File: src/rtl/ibr128_msg_sequencer.sv
// Frames a valid/ready block stream into IBR128_core: one Enable pulse per block, OB low for the message.
// Define IBR128_SEQ_TIMEOUT_EN to add a RUN watchdog that sets sticky err_o and aborts the message.
module ibr128_msg_sequencer #(
    parameter int GAP_CYCLES     = 2,
    parameter int TIMEOUT_CYCLES = 1024
) (
    input  logic         clk_i,
    input  logic         rst_n_i,
    input  logic         cfg_sa_i,
    input  logic         cfg_encrypt_i,
    input  logic [1:0]   cfg_som_i,
    input  logic [31:0]  cfg_iv_i,
    input  logic [63:0]  cfg_key0_i,
    input  logic [63:0]  cfg_key1_i,
    input  logic         abort_i,
    input  logic         in_valid_i,
    output logic         in_ready_o,
    input  logic [127:0] in_data_i,
    input  logic         in_last_i,
    output logic         out_valid_o,
    input  logic         out_ready_i,
    output logic [127:0] out_data_o,
    output logic         out_last_o,
    output logic         core_enable_o,
    output logic         core_ob_o,
    output logic         core_sa_o,
    output logic         core_encrypt_o,
    output logic [1:0]   core_som_o,
    output logic [31:0]  core_iv_o,
    output logic [63:0]  core_key0_o,
    output logic [63:0]  core_key1_o,
    output logic [127:0] core_plaintext_o,
    input  logic [127:0] core_ciphertext_i,
    input  logic         core_cipher_ready_i,
    output logic         busy_o,
    output logic [15:0]  blk_cnt_o,
    output logic         err_o
);
    typedef enum logic [2:0] {IDLE, RUN, HOLD, GAP, NEXT} state_e;

    localparam logic [15:0] GAP_LIM = 16'(GAP_CYCLES);

    if (GAP_CYCLES < 1 || TIMEOUT_CYCLES < 1) begin : g_bad_cfg
        $error("ibr128_msg_sequencer: GAP_CYCLES and TIMEOUT_CYCLES must be >= 1");
    end

    state_e         state_q;
    logic           enable_q, ob_q, in_ready_q, out_valid_q, out_last_q;
    logic           last_q, run_first_q;
    logic [127:0]   out_data_q, plain_q;
    logic [15:0]    blk_cnt_q, gap_cnt_q;
    logic           sa_q, enc_q;
    logic [1:0]     som_q;
    logic [31:0]    iv_q;
    logic [63:0]    key0_q, key1_q;

    logic in_hs, out_hs, rdy_ok, tmo_hit, kill;

    assign in_hs  = in_valid_i & in_ready_q;
    assign out_hs = out_valid_q & out_ready_i;
    // Ready in the first RUN cycle may be left over from the previous block.
    assign rdy_ok = core_cipher_ready_i & ~run_first_q;
    assign kill   = (state_q != IDLE) &
                    (abort_i | ((state_q == RUN) & tmo_hit & ~rdy_ok));

`ifdef IBR128_SEQ_TIMEOUT_EN
    localparam logic [15:0] TMO_LAST = 16'(TIMEOUT_CYCLES - 1);
    logic [15:0] tmo_cnt_q;
    logic        err_q;

    assign tmo_hit = (tmo_cnt_q == TMO_LAST);

    always_ff @(posedge clk_i or negedge rst_n_i) begin
        if (!rst_n_i) begin
            tmo_cnt_q <= '0;
            err_q     <= 1'b0;
        end else begin
            tmo_cnt_q <= (state_q == RUN) ? tmo_cnt_q + 16'd1 : 16'd0;
            if (state_q == RUN && !abort_i && !rdy_ok && tmo_hit)
                err_q <= 1'b1;
        end
    end

    assign err_o = err_q;
`else
    assign tmo_hit = 1'b0;
    assign err_o   = 1'b0;
`endif

    always_ff @(posedge clk_i or negedge rst_n_i) begin
        if (!rst_n_i) begin
            state_q     <= IDLE;
            enable_q    <= 1'b0;
            ob_q        <= 1'b1;
            in_ready_q  <= 1'b0;
            out_valid_q <= 1'b0;
            out_last_q  <= 1'b0;
            out_data_q  <= '0;
            last_q      <= 1'b0;
            run_first_q <= 1'b0;
            plain_q     <= '0;
            blk_cnt_q   <= '0;
            gap_cnt_q   <= '0;
            sa_q        <= 1'b0;
            enc_q       <= 1'b0;
            som_q       <= '0;
            iv_q        <= '0;
            key0_q      <= '0;
            key1_q      <= '0;
        end else if (kill) begin
            state_q     <= IDLE;
            enable_q    <= 1'b0;
            ob_q        <= 1'b1;
            out_valid_q <= 1'b0;
            blk_cnt_q   <= '0;
            in_ready_q  <= 1'b1;
        end else begin
            case (state_q)
                IDLE: begin
                    if (in_hs) begin
                        plain_q     <= in_data_i;
                        last_q      <= in_last_i;
                        sa_q        <= cfg_sa_i;
                        enc_q       <= cfg_encrypt_i;
                        som_q       <= cfg_som_i;
                        iv_q        <= cfg_iv_i;
                        key0_q      <= cfg_key0_i;
                        key1_q      <= cfg_key1_i;
                        enable_q    <= 1'b1;
                        ob_q        <= 1'b0;
                        in_ready_q  <= 1'b0;
                        run_first_q <= 1'b1;
                        state_q     <= RUN;
                    end else begin
                        in_ready_q  <= 1'b1;
                    end
                end
                RUN: begin
                    run_first_q <= 1'b0;
                    if (rdy_ok) begin
                        out_data_q  <= core_ciphertext_i;
                        out_valid_q <= 1'b1;
                        out_last_q  <= last_q;
                        blk_cnt_q   <= blk_cnt_q + 16'd1;
                        enable_q    <= 1'b0;
                        gap_cnt_q   <= 16'd1;
                        state_q     <= HOLD;
                    end
                end
                HOLD: begin
                    if (gap_cnt_q != 16'hFFFF) gap_cnt_q <= gap_cnt_q + 16'd1;
                    if (out_hs) begin
                        out_valid_q <= 1'b0;
                        if (last_q) begin
                            ob_q       <= 1'b1;
                            blk_cnt_q  <= '0;
                            in_ready_q <= 1'b1;
                            state_q    <= IDLE;
                        end else if (gap_cnt_q >= GAP_LIM) begin
                            in_ready_q <= 1'b1;
                            state_q    <= NEXT;
                        end else begin
                            state_q    <= GAP;
                        end
                    end
                end
                GAP: begin
                    if (gap_cnt_q != 16'hFFFF) gap_cnt_q <= gap_cnt_q + 16'd1;
                    if (gap_cnt_q >= GAP_LIM) begin
                        in_ready_q <= 1'b1;
                        state_q    <= NEXT;
                    end
                end
                NEXT: begin
                    // Later blocks reuse the configuration frozen at message start.
                    if (in_hs) begin
                        plain_q     <= in_data_i;
                        last_q      <= in_last_i;
                        enable_q    <= 1'b1;
                        in_ready_q  <= 1'b0;
                        run_first_q <= 1'b1;
                        state_q     <= RUN;
                    end
                end
                default: state_q <= IDLE;
            endcase
        end
    end

    assign in_ready_o       = in_ready_q;
    assign out_valid_o      = out_valid_q;
    assign out_data_o       = out_data_q;
    assign out_last_o       = out_last_q;
    assign core_enable_o    = enable_q;
    assign core_ob_o        = ob_q;
    assign core_sa_o        = sa_q;
    assign core_encrypt_o   = enc_q;
    assign core_som_o       = som_q;
    assign core_iv_o        = iv_q;
    assign core_key0_o      = key0_q;
    assign core_key1_o      = key1_q;
    assign core_plaintext_o = plain_q;
    assign busy_o           = (state_q != IDLE);
    assign blk_cnt_o        = blk_cnt_q;
endmodule

File: config.mk
export PLATFORM = sky130hd
export DESIGN_NAME = ibr128_msg_sequencer
export DESIGN_NICKNAME = d
export VERILOG_FILES = /design/src/rtl/ibr128_msg_sequencer.sv
export SDC_FILE = /design/constraint.sdc
export NUM_CORES = 1
export LEC_CHECK = 0
export CORE_AREA = 2 2 337 339
export CTS_CLUSTER_DIAMETER = 200
export DETAILED_ROUTE_END_ITERATION = 8
export DIE_AREA = 0 0 339 341
export GPL_TIMING_DRIVEN = 0
export PLACE_DENSITY = 0.46
export SLEW_MARGIN = 25
export SYNTH_ARGS = -nofsm -noshare
export SYNTH_HDL_FRONTEND = slang
export SYNTH_SLANG_ARGS = --single-unit
File: constraint.sdc
create_clock -name clk_i -period 3.3 [get_ports clk_i]
set_input_delay 0.33 -clock clk_i [delete_from_list [all_inputs] [get_ports clk_i]]
set_output_delay 0.33 -clock clk_i [all_outputs]
set_load 0.01 [all_outputs]
==> results of run 1 <==
worst max-delay path, delay by kind of cell (launching register included):
family | cells | cell delay [ns]
flip-flops | 1 | 0.47
buffers and inverters | 4 | 1.29
AND/OR/NAND/NOR | 2 | 0.56
multiplexers | 1 | 0.38
power by group through the flow:
| stage | sequential, W | clock, W | combinational (W) |
|---|---|---|---|
| global placement | 0.00989 | 0 | 0.0130 |
| floorplan | 0.0109 | 0 | 0.00389 |
| finish | 0.00982 | 0.00662 | 0.0127 |
| CTS | 0.00985 | 0.00691 | 0.0130 |
| global route | 0.0102 | 0.00711 | 0.0136 |
| detailed placement | 0.00989 | 0 | 0.0130 |
path summary, 6_finish.rpt:
check	endpoint	slack, ns
setup / recovery	core_key1_o[11]	0.44
hold / removal	core_iv_o[10]	0.08
setup reg to reg	core_key1_o[11]	0.44
hold reg to reg	out_data_o[71]	0.47
max in group asynchronous	core_plaintext_o[62]	1.74
min in group clk_i	out_data_o[14]	0.21
cell families after synthesis:
kind of cell / after synthesis / share of synthesized area, %
compound gates: 84 / 2.93
xor+xnor: 9 / 0.440
fa+ha+maj: 3 / 0.210
buf+inv: 80 / 2.05
flops: 462 / 64.5
mux: 295 / 18.5
other cells: 1 / 0.0209
simple gates: 494 / 11.3
state kept, by name (all words and copies together), names as in the netlist, 2 cells and up:
register / count
core_plaintext_o: 128
core_key0_o: 64
core_som_o: 2
core_iv_o: 32
state_q: 3
out_data_o: 128
core_key1_o: 64
blk_cnt_o: 16
gap_cnt_q: 16
per-stage QoR:
step	power (W)	hold WS, ns	setup TNS, ns
detailed placement	0.0228	0.143	-0.112
finish	0.0292	0.0769	0
CTS	0.0298	0.00928	0
global placement	0.0229	0.456	-9999.08
floorplan	0.0148	0.0344	0
global route	0.0309	0.0448	0
repair_timing:
| action | 4_1_cts | 5_1_grt |
|---|---|---|
| hold buffers | 1 | 0 |
| endpoints found under the hold margin | 159 | 0 |
| setup endpoints to repair | 0 | 4 |
| resized for setup | 0 | 2 |
layout make-up:
type / instances / area [µm²] / area share, %
Multi-Input combinational cell: 886 / 5990 / 19.5
Timing Repair Buffer: 875 / 8870 / 28.9
Tap cell: 1500 / 1880 / 6.12
Clock inverter: 10 / 118 / 0.384
Antenna cell: 7 / 17.5 / 0.0572
Sequential cell: 462 / 11600 / 37.7
Buffer: 71 / 334 / 1.09
Clock buffer: 98 / 1850 / 6.03
Inverter: 9 / 33.8 / 0.110
placed cells by master, fill, tap and decap left out, types with 9 or more instances in the layout:
| cell type | n |
|---|---|
| o21ai_0 | 22 |
| nand2_1 | 405 |
| mux2_2 | 294 |
| nor2_1 | 26 |
| dfrtp_1 | 461 |
| buf_2 | 44 |
| clkbuf_8 | 16 |
| inv_1 | 9 |
| a31oi_1 | 9 |
| nand3_1 | 15 |
| clkdlybuf4s50_1 | 867 |
| clkbuf_16 | 62 |
| clkbuf_1 | 38 |
| a21oi_1 | 20 |
per-layer routing:
layer / vias to the layer above / GRT usage, %
met2: 541 / 23.4
met3: 110 / 5.29
li1: 6724 / -
met4: 6 / 3.64
met1: 7061 / 14.9
met5: - / 0
==> impl_results.md, run 1 <==
* Die area at 116000 µm²
* CP Max Fanout at 10
* Slew of the pin with the lowest slew margin at 0.864 ns
* Setup bufs post-CTS at 0
* Net Count, Synth at 1858
* Placed instance area at 28700 µm²
* Mapped Cells at 1428
* IO Count at 870
* Longest Clk Path Bufs at 3
* Register-to-Register Path Depth at 7
* Slowest CP cell: dfrtp_1
* Worst path max stage delay at 0.47 ns
* Register bit total from synthesis at 462
* Unrepaired setup endpoints after global routing: false
* Core Area at 112000 µm²
* Layout Cells excl Fill at 3918
* Clock skew at 0.0238 ns
* Final Cycle Share at 86.7%
* Highest routed layer: met5
* Share of layout cells above drive strength 1 at 18.3%
* # DRC at 0
* Drt pass-1 iters at 6
* Combinational Power Share at 43.6%
* Total number of H-tree levels at 2
* Total number of vias at 14400
* Layout net count at 2796
* Power Internal at 0.0195 W
* CP Cell Sequence: buf_2 -> inv_1 -> nand2_1 -> nor2_1 -> clkbuf_2 -> buf_2 -> mux2_2
* Vias in the first global route at 15200
* Final Hold Violating Endpoints at 0
* CTS tree: yes
* Routed wl met2 at 40500 µm
* Area contributors post-synth: dfrtp_1 (64%), mux2_2 (18%), nand2_1 (8.5%)
* Status: completed
* Via-to-Cell Ratio at 3.69
* Initial Utilization at 16.0%
* Largest net degree at the start of global routing at 82
* Max Cap Violations at 0
* Fin util at 27.4%
* Synth unique cells at 51
* Num CTS Buffers at 61
* Mapped cell area at 17900 µm²
* Leakage power at 12.9 nW
* DP Worst Slack at -0.0493 ns
* Clock power frac at 22.7%
* Skew-Pair Late Insertion Delay at 0.64 ns
* Fill count at 11800
* WL per Instance at 20.3 µm
* Die Y at 341 µm
* # rows at 123
* Routed wire length at 79600 µm
* Synth-to-layout area growth at 71.1%
* GRT Resource Usage Total at 13.3%
* Clock sinks at 462
* Rel. slew slack at 42.4%
* Routed Antenna Nets at 0
* Async SR Flop Fraction at 100%
* Seq pwr share at 33.7%
* Antenna violations before repair at 24
* RePlAce Congestion at 0.791
* Root buffer selected by CTS: clkbuf_16
* WL met1 at 30500 µm
* Kind of critical path: reg2reg
* Fin area at 30600 µm²
* Final Max Slew Viols at 0
* RR Startpoint: state_q[1]
* Worst vdd ir at 455 µV
* Critical Path Start Type: flop
* Post-synthesis area per instance at 12.5 µm²
* DP Wirelength at 62700 µm
* Met3 Wirelength at 7010 µm
* Switch share at 33.0%
* Primary FF master, synth: dfrtp_1
* Arrival time worst endpoint at 3.37 ns
* Detailed Route Iter0 Violations at 535
* Area leader, netlist: dfrtp_1
* Cells after DPL at 3802
* GR Overflow Total at 0
* Most instantiated cells after synthesis: dfrtp_1 (461), nand2_1 (405), mux2_2 (294)
* Die X at 339 µm
* Power Density at 952 nW/µm²
* CP Launch Point: state_q[1]
* First-pass GRT wire length at 112000 µm
* Post-synth EDFFs at 0
* Register area share after synthesis at 64.5%
* Dominant cell by count in the synthesized netlist: dfrtp_1
* Psw at 0.00962 W
* Fmax at 350 MHz
* Final setup violation count at 0
* Final setup margin at 0.440 ns
* Ys Warns at 0
* WP data required at 3.81 ns
* Cell repeated most along the worst path: buf_2
* Worst-path clk slew at 0.06 ns
* Worst setup EP type: flop
* IO buf count at 868
* HP Class: in2async
* Min Tclk post-route at 2.86 ns
* Synth top area share at 64.4%
No activity file was read; power rests on OpenSTA's default activity.
==> run 2: changes to the inputs <==
Settings changed: REMOVE_ABC_BUFFERS set to 1.
==> impl_results.md, run 2 (synthesis results as in run 1) <==
* Clock skew at 0.00788 ns (-0.0159 ns)
* WL per Instance at 18.2 µm (-11%)
* Largest net degree at the start of global routing at 81 (-1.2%)
* Clock sinks at 462 (unchanged)
* Max Cap Violations at 0 (unchanged)
* Via-to-Cell Ratio at 3.64 (-1.4%)
* Die X at 339 µm (unchanged)
* Critical path buffers and inverters at 6 (+2)
* Unrepaired setup endpoints after global routing: false
* Arrival time worst endpoint at 3.62 ns (+0.25 ns)
* Antenna violations before repair at 10 (-58%)
* Power Density at 935 nW/µm² (-1.8%)
* Final Max Slew Viols at 0 (unchanged)
* Slowest CP cell: dfrtp_1
* Min Tclk post-route at 3.11 ns (+0.252 ns)
* Longest Clk Path Bufs at 3 (unchanged)
* First-pass GRT wire length at 103000 µm (-8.5%)
* HP Class: in2async
* DP Worst Slack at -0.0313 ns (+0.0179 ns)
* Routed wire length at 70100 µm (-12%)
* DP Wirelength at 53800 µm (-14%)
* Synth-to-layout area growth at 71.3%
* CP Max Fanout at 21 (+11)
* Fin util at 27.4% (+0.037 points)
* Seq pwr share at 34.3% (+0.6 points)
* Status: completed
* Critical Path Start Type: flop
* GRT Resource Usage Total at 11.8% (-1.5 points)
* Cell family with most CP delay: buffers and inverters
* Root buffer selected by CTS: clkbuf_16
* WP data required at 3.81 ns (about the same)
* Final Cycle Share at 94.3% (+7.6 points)
* CTS tree: yes
* Share of layout cells above drive strength 1 at 17.6% (-0.67 points)
* Initial Utilization at 16.0% (unchanged)
* Most frequent cells in the layout: clkdlybuf4s50_1 (867), dfrtp_1 (461), nand2_1 (404)
* Commonest non-fill, non-tap cell in the layout: clkdlybuf4s50_1
* Final setup violation count at 0 (unchanged)
* Detailed Route Iter0 Violations at 426 (-20%)
* Drt pass-1 iters at 4 (-2)
* # DRC at 0 (unchanged)
* Leakage power at 12.8 nW (-0.47%)
* Die Y at 341 µm (unchanged)
* Total number of H-tree levels at 2 (unchanged)
* Setup bufs post-CTS at 0 (unchanged)
* Combinational Power Share at 44.1% (+0.5 points)
* Final Hold Violating Endpoints at 0 (unchanged)
* Switch share at 32.4% (-0.58 points)
* Vias in the first global route at 14800 (-2.8%)
* Cells after DPL at 3752 (-1.3%)
* Psw at 0.00929 W (-3.4%)
* Clock power frac at 21.6% (-1.1 points)
* Num CTS Buffers at 58 (-4.9%)
* Fill count at 11800 (+0.41%)
* Skew-Pair Late Insertion Delay at 0.63 ns (about the same)
* Worst vdd ir at 525 µV (+15%)
* # rows at 123 (unchanged)
* Register area at 11600 µm² (unchanged)
* Worst-path clk slew at 0.06 ns (about the same)
* Slew of the pin with the lowest slew margin at 0.857 ns (-0.00725 ns)
* Rel. slew slack at 42.9% (+0.48 points)
* RePlAce Congestion at 0.761 (-3.9%)
* Layout net count at 2743 (-1.9%)
* Routed Antenna Nets at 0 (unchanged)
* Kind of critical path: reg2reg
* WHS at 0.180 ns (+0.103 ns)
* Worst setup EP type: flop
* Power Internal at 0.0194 W (-0.80%)
* Worst path max stage delay at 0.56 ns (+0.09 ns)
* Fmax at 321 MHz (-8.1%)
* Total number of vias at 14000 (-2.9%)
* IO buf count at 868 (unchanged)
* GR Overflow Total at 0 (unchanged)
* Multi-input logic area at 6010 µm² (+0.42%)
* CP Cell Sequence: nor2_2 -> nand2_1 -> nor2_4 -> buf_12 -> buf_16 -> buf_12 -> buf_12 -> buf_16 -> buf_16 -> mux2_2
* Final setup margin at 0.189 ns (-0.252 ns)
* IO Count at 870 (unchanged)
* Layout Cells excl Fill at 3857 (-1.6%)
* Die area at 116000 µm² (unchanged)
* Core Area at 112000 µm² (unchanged)
## run 2: cell types whose count changed in the layout (fill, tap and decap cells not counted), moves of 2 or more
| cell | previous run | this run |
|---|---|---|
| clkinv_2 | 5 | 7 |
| nor2_1 | 26 | 24 |
| buf_2 | 44 | 0 |
| nor2_4 | 0 | 2 |
| inv_6 | 0 | 2 |
| buf_16 | 6 | 18 |
| clkbuf_8 | 16 | 14 |
| clkbuf_1 | 38 | 18 |
| buf_12 | 0 | 9 |
| buf_4 | 3 | 0 |
| clkbuf_16 | 62 | 59 |
| buf_1 | 5 | 0 |
| diode_2 | 7 | 2 |
| bufinv_16 | 2 | 0 |
## run 2: power groups by stage
stage | registers [W] | clock network (W) | logic, W
6_report | 0.00983 | 0.00620 | 0.0127
3_3_place_gp | 0.00980 | 0 | 0.0121
5_1_grt | 0.0102 | 0.00670 | 0.0135
2_1_floorplan | 0.0109 | 0 | 0.00391
3_5_place_dp | 0.00991 | 0 | 0.0129
4_1_cts | 0.00986 | 0.00649 | 0.0130
## run 2: metal layers
layer	up-vias	track usage (%)	routed length (µm)
li1	6600	-	-
met2	544	20.0	34500
met3	102	5.14	6880
met4	16	3.95	2010
met5	-	0	94
met1	6761	13.2	26700
## run 2: repair_timing
item / in CTS / in global routing
hold buffers: 1 / 0
endpoints found under the hold margin: 179 / 0
gates resized for setup: 0 / 2
endpoints found under the setup margin: 0 / 21
## run 2: final cells by class
type                    count  area share [%]
flip-flops and latches    462            37.7
clock inverters            11           0.261
clock buffers              91            5.66
multi-input cells         886            19.6
well taps                1500            6.12
repair buffers            896            30.6
inverters                   9           0.110
diodes                      2          0.0163
## run 2: final timing paths
check / startpoint / end / cells past startpoint / slack [ns]
max in group asynchronous: rst_n_i / out_data_o[107] / 5 / 1.55
min in group clk_i: core_ciphertext_i[95] / out_data_o[95] / 3 / 0.22
worst min-delay path: rst_n_i / core_iv_o[20] / 2 / 0.18
worst max register to register: state_q[2] / core_key1_o[16] / 10 / 0.19
worst min register to register: out_data_o[60] / out_data_o[60] / 2 / 0.47
worst max-delay path: state_q[2] / core_key1_o[16] / 10 / 0.19
## run 2: worst reg2reg max path, delay by kind of cell, from the launching register on
family	cells	cell delay [ns]
mux	1	0.37
flops	1	0.56
simple gates	3	0.84
buf+inv	6	1.22
## run 2: stage by stage
step                      setup TNS (ns)  cell area (µm²)  total power (W)
after floorplan                 -1102.23            17600           0.0149
after global placement                 -            28100           0.0219
after detailed placement         -0.0313            28900           0.0228
after CTS                              0            30700           0.0293
after global routing                   0            30700           0.0304
final                                  0            30700           0.0287
==> run 3: changes to the inputs <==
Settings changed: CORE_AREA 2 2 337 339 to 2 2 343 345, DIE_AREA 0 0 339 341 to 0 0 345 347, PLACE_DENSITY 0.46 to 0.45.
==> impl_results.md, run 3 (synthesis results as in run 1) <==
* Worst-path clk slew at 0.06 ns (about the same)
* Drt pass-1 iters at 4 (unchanged)
* HP Class: in2reg
* Max Cap Violations at 0 (unchanged)
* Worst vdd ir at 413 µV (-21%)
* Antenna violations before repair at 13 (+3)
* Worst Hold Depth at 3
* Min Tclk post-route at 3.08 ns (-0.0302 ns)
* Root buffer selected by CTS: clkbuf_16
* Routed wire length at 73000 µm (+4.1%)
* Final setup margin at 0.219 ns (+0.0302 ns)
* Via-to-Cell Ratio at 3.66 (+0.63%)
* Die Y at 347 µm (+1.8%)
* Routed Antenna Nets at 0 (unchanged)
* Core Area at 116000 µm² (+3.4%)
* Final Max Slew Viols at 0 (unchanged)
* DP Wirelength at 56100 µm (+4.4%)
* Share of layout cells above drive strength 1 at 18.1% (+0.45 points)
* Power Density at 955 nW/µm² (+2.1%)
* # rows at 125 (+1.6%)
* Layout Cells excl Fill at 3895 (+0.99%)
* Arrival time worst endpoint at 3.59 ns (-0.03 ns)
* Initial Utilization at 15.5% (-0.53 points)
* Layout net count at 2747 (+0.15%)
* Fmax at 325 MHz (+0.98%)
* Die area at 120000 µm² (+3.6%)
* Commonest non-fill, non-tap cell in the layout: clkdlybuf4s50_1
* Most frequent cells in the layout: clkdlybuf4s50_1 (867), dfrtp_1 (461), nand2_1 (404)
* Longest Clk Path Bufs at 3 (unchanged)
* DP Worst Slack at -0.316 ns (-0.284 ns)
* Leakage power at 13.0 nW (+1.1%)
* Die X at 345 µm (+1.8%)
* Unrepaired setup endpoints after global routing: false
* CP Max Fanout at 22 (+4.8%)
* Vias in the first global route at 14800 (+0.35%)
* Clock skew at 0.0196 ns (+0.0117 ns)
* Clock sinks at 462 (unchanged)
* Detailed Route Iter0 Violations at 572 (+34%)
* Skew-Pair Late Insertion Delay at 0.64 ns (about the same)
* GR Overflow Total at 0 (unchanged)
* First-pass GRT wire length at 105000 µm (+2.3%)
* GRT Resource Usage Total at 11.8% (about the same)
* Rel. slew slack at 45.4% (+2.6 points)
* WP data required at 3.81 ns (about the same)
* Synth-to-layout area growth at 73.2%
* Status: completed
* Total number of vias at 14300 (+1.6%)
* IO Count at 870 (unchanged)
* CTS tree: yes
* Register-to-Register Path Depth at 11 (+1)
* Kind of critical path: reg2reg
* Critical Path Start Type: flop
* WL per Instance at 18.7 µm (+3.0%)
* # DRC at 0 (unchanged)
* Num CTS Buffers at 61 (+5.2%)
* Final Hold Violating Endpoints at 0 (unchanged)
* Total number of H-tree levels at 2 (unchanged)
* Cells after DPL at 3776 (+0.64%)
* Final Cycle Share at 93.4% (-0.92 points)
* Largest net degree at the start of global routing at 80 (-1.2%)
* Worst setup EP type: flop
* IO buf count at 868 (unchanged)
* Total power at 0.0296 W (+3.3%)
* RePlAce Congestion at 0.762 (+0.16%)
* Final setup violation count at 0 (unchanged)
* Slew of the pin with the lowest slew margin at 0.819 ns (-0.0384 ns)
run 3: final cells by class:
| cell class | count | area (µm²) |
|---|---|---|
| antenna | 3 | 7.51 |
| inverter | 9 | 33.8 |
| clock inverter | 22 | 338 |
| sequential | 462 | 11600 |
| tap | 1524 | 1910 |
| timing repair buffer | 897 | 9390 |
| fill | 12200 | 84700 |
| clock buffer | 92 | 1780 |
| multi-input combinational | 886 | 6010 |
run 3: metal layers:
| layer | GRT usage [%] | vias to the layer above | wire, µm |
|---|---|---|---|
| met5 | 0 | - | 84 |
| met3 | 4.30 | 113 | 5610 |
| met4 | 4.40 | 12 | 2460 |
| met2 | 20.0 | 550 | 35500 |
| met1 | 13.6 | 6954 | 29300 |
| li1 | - | 6621 | - |
run 3: path summary, 6_finish.rpt:
kind / startpoint / endpoint / slack [ns]
worst max-delay path: state_q[2] / core_key1_o[50] / 0.22
worst min-delay path: core_ciphertext_i[4] / out_data_o[4] / 0.21
worst max register to register: state_q[2] / core_key1_o[50] / 0.22
worst min register to register: out_data_o[85] / out_data_o[85] / 0.47
max in group asynchronous: rst_n_i / out_data_o[25] / 1.77
min in group asynchronous: rst_n_i / core_key0_o[52] / 0.23
run 3: stage by stage:
step	cell area (µm²)	hold WS, ns	utilization [%]	setup TNS (ns)
finish	31000	0.210	26.8	0
global route	31000	0.153	26.8	0
CTS	31000	0.133	26.8	0
detailed placement	28900	0.313	25.0	-8.12
global placement	28200	0.458	24.3	-
floorplan	17600	0.0344	-	-1102.23
run 3: critical path, cell delays in order (launching register included):
cell and delay [ns]:
dfrtp_1 0.56, nor2_2 0.30, nand2_1 0.20, nor2_4 0.18, buf_16 0.18, buf_12 0.19
buf_12 0.19, buf_12 0.20, buf_16 0.17, buf_12 0.19, buf_16 0.18, mux2_2 0.34
run 3: what timing repair did:
item,in CTS,in global routing
endpoints found under the hold margin,49,0
setup endpoints to repair,39,18
pin swaps,1,0
hold buffers,1,0
buffers inserted,1,0
gates resized for setup,0,2
run 3: report_power, final:
group	switching, W	internal [W]	leakage, nW
Sequential	0.00149	0.00833	5.60
Clock	0.00273	0.00434	1.04
Combinational	0.00525	0.00748	6.35
Total	0.00948	0.0202	13.0
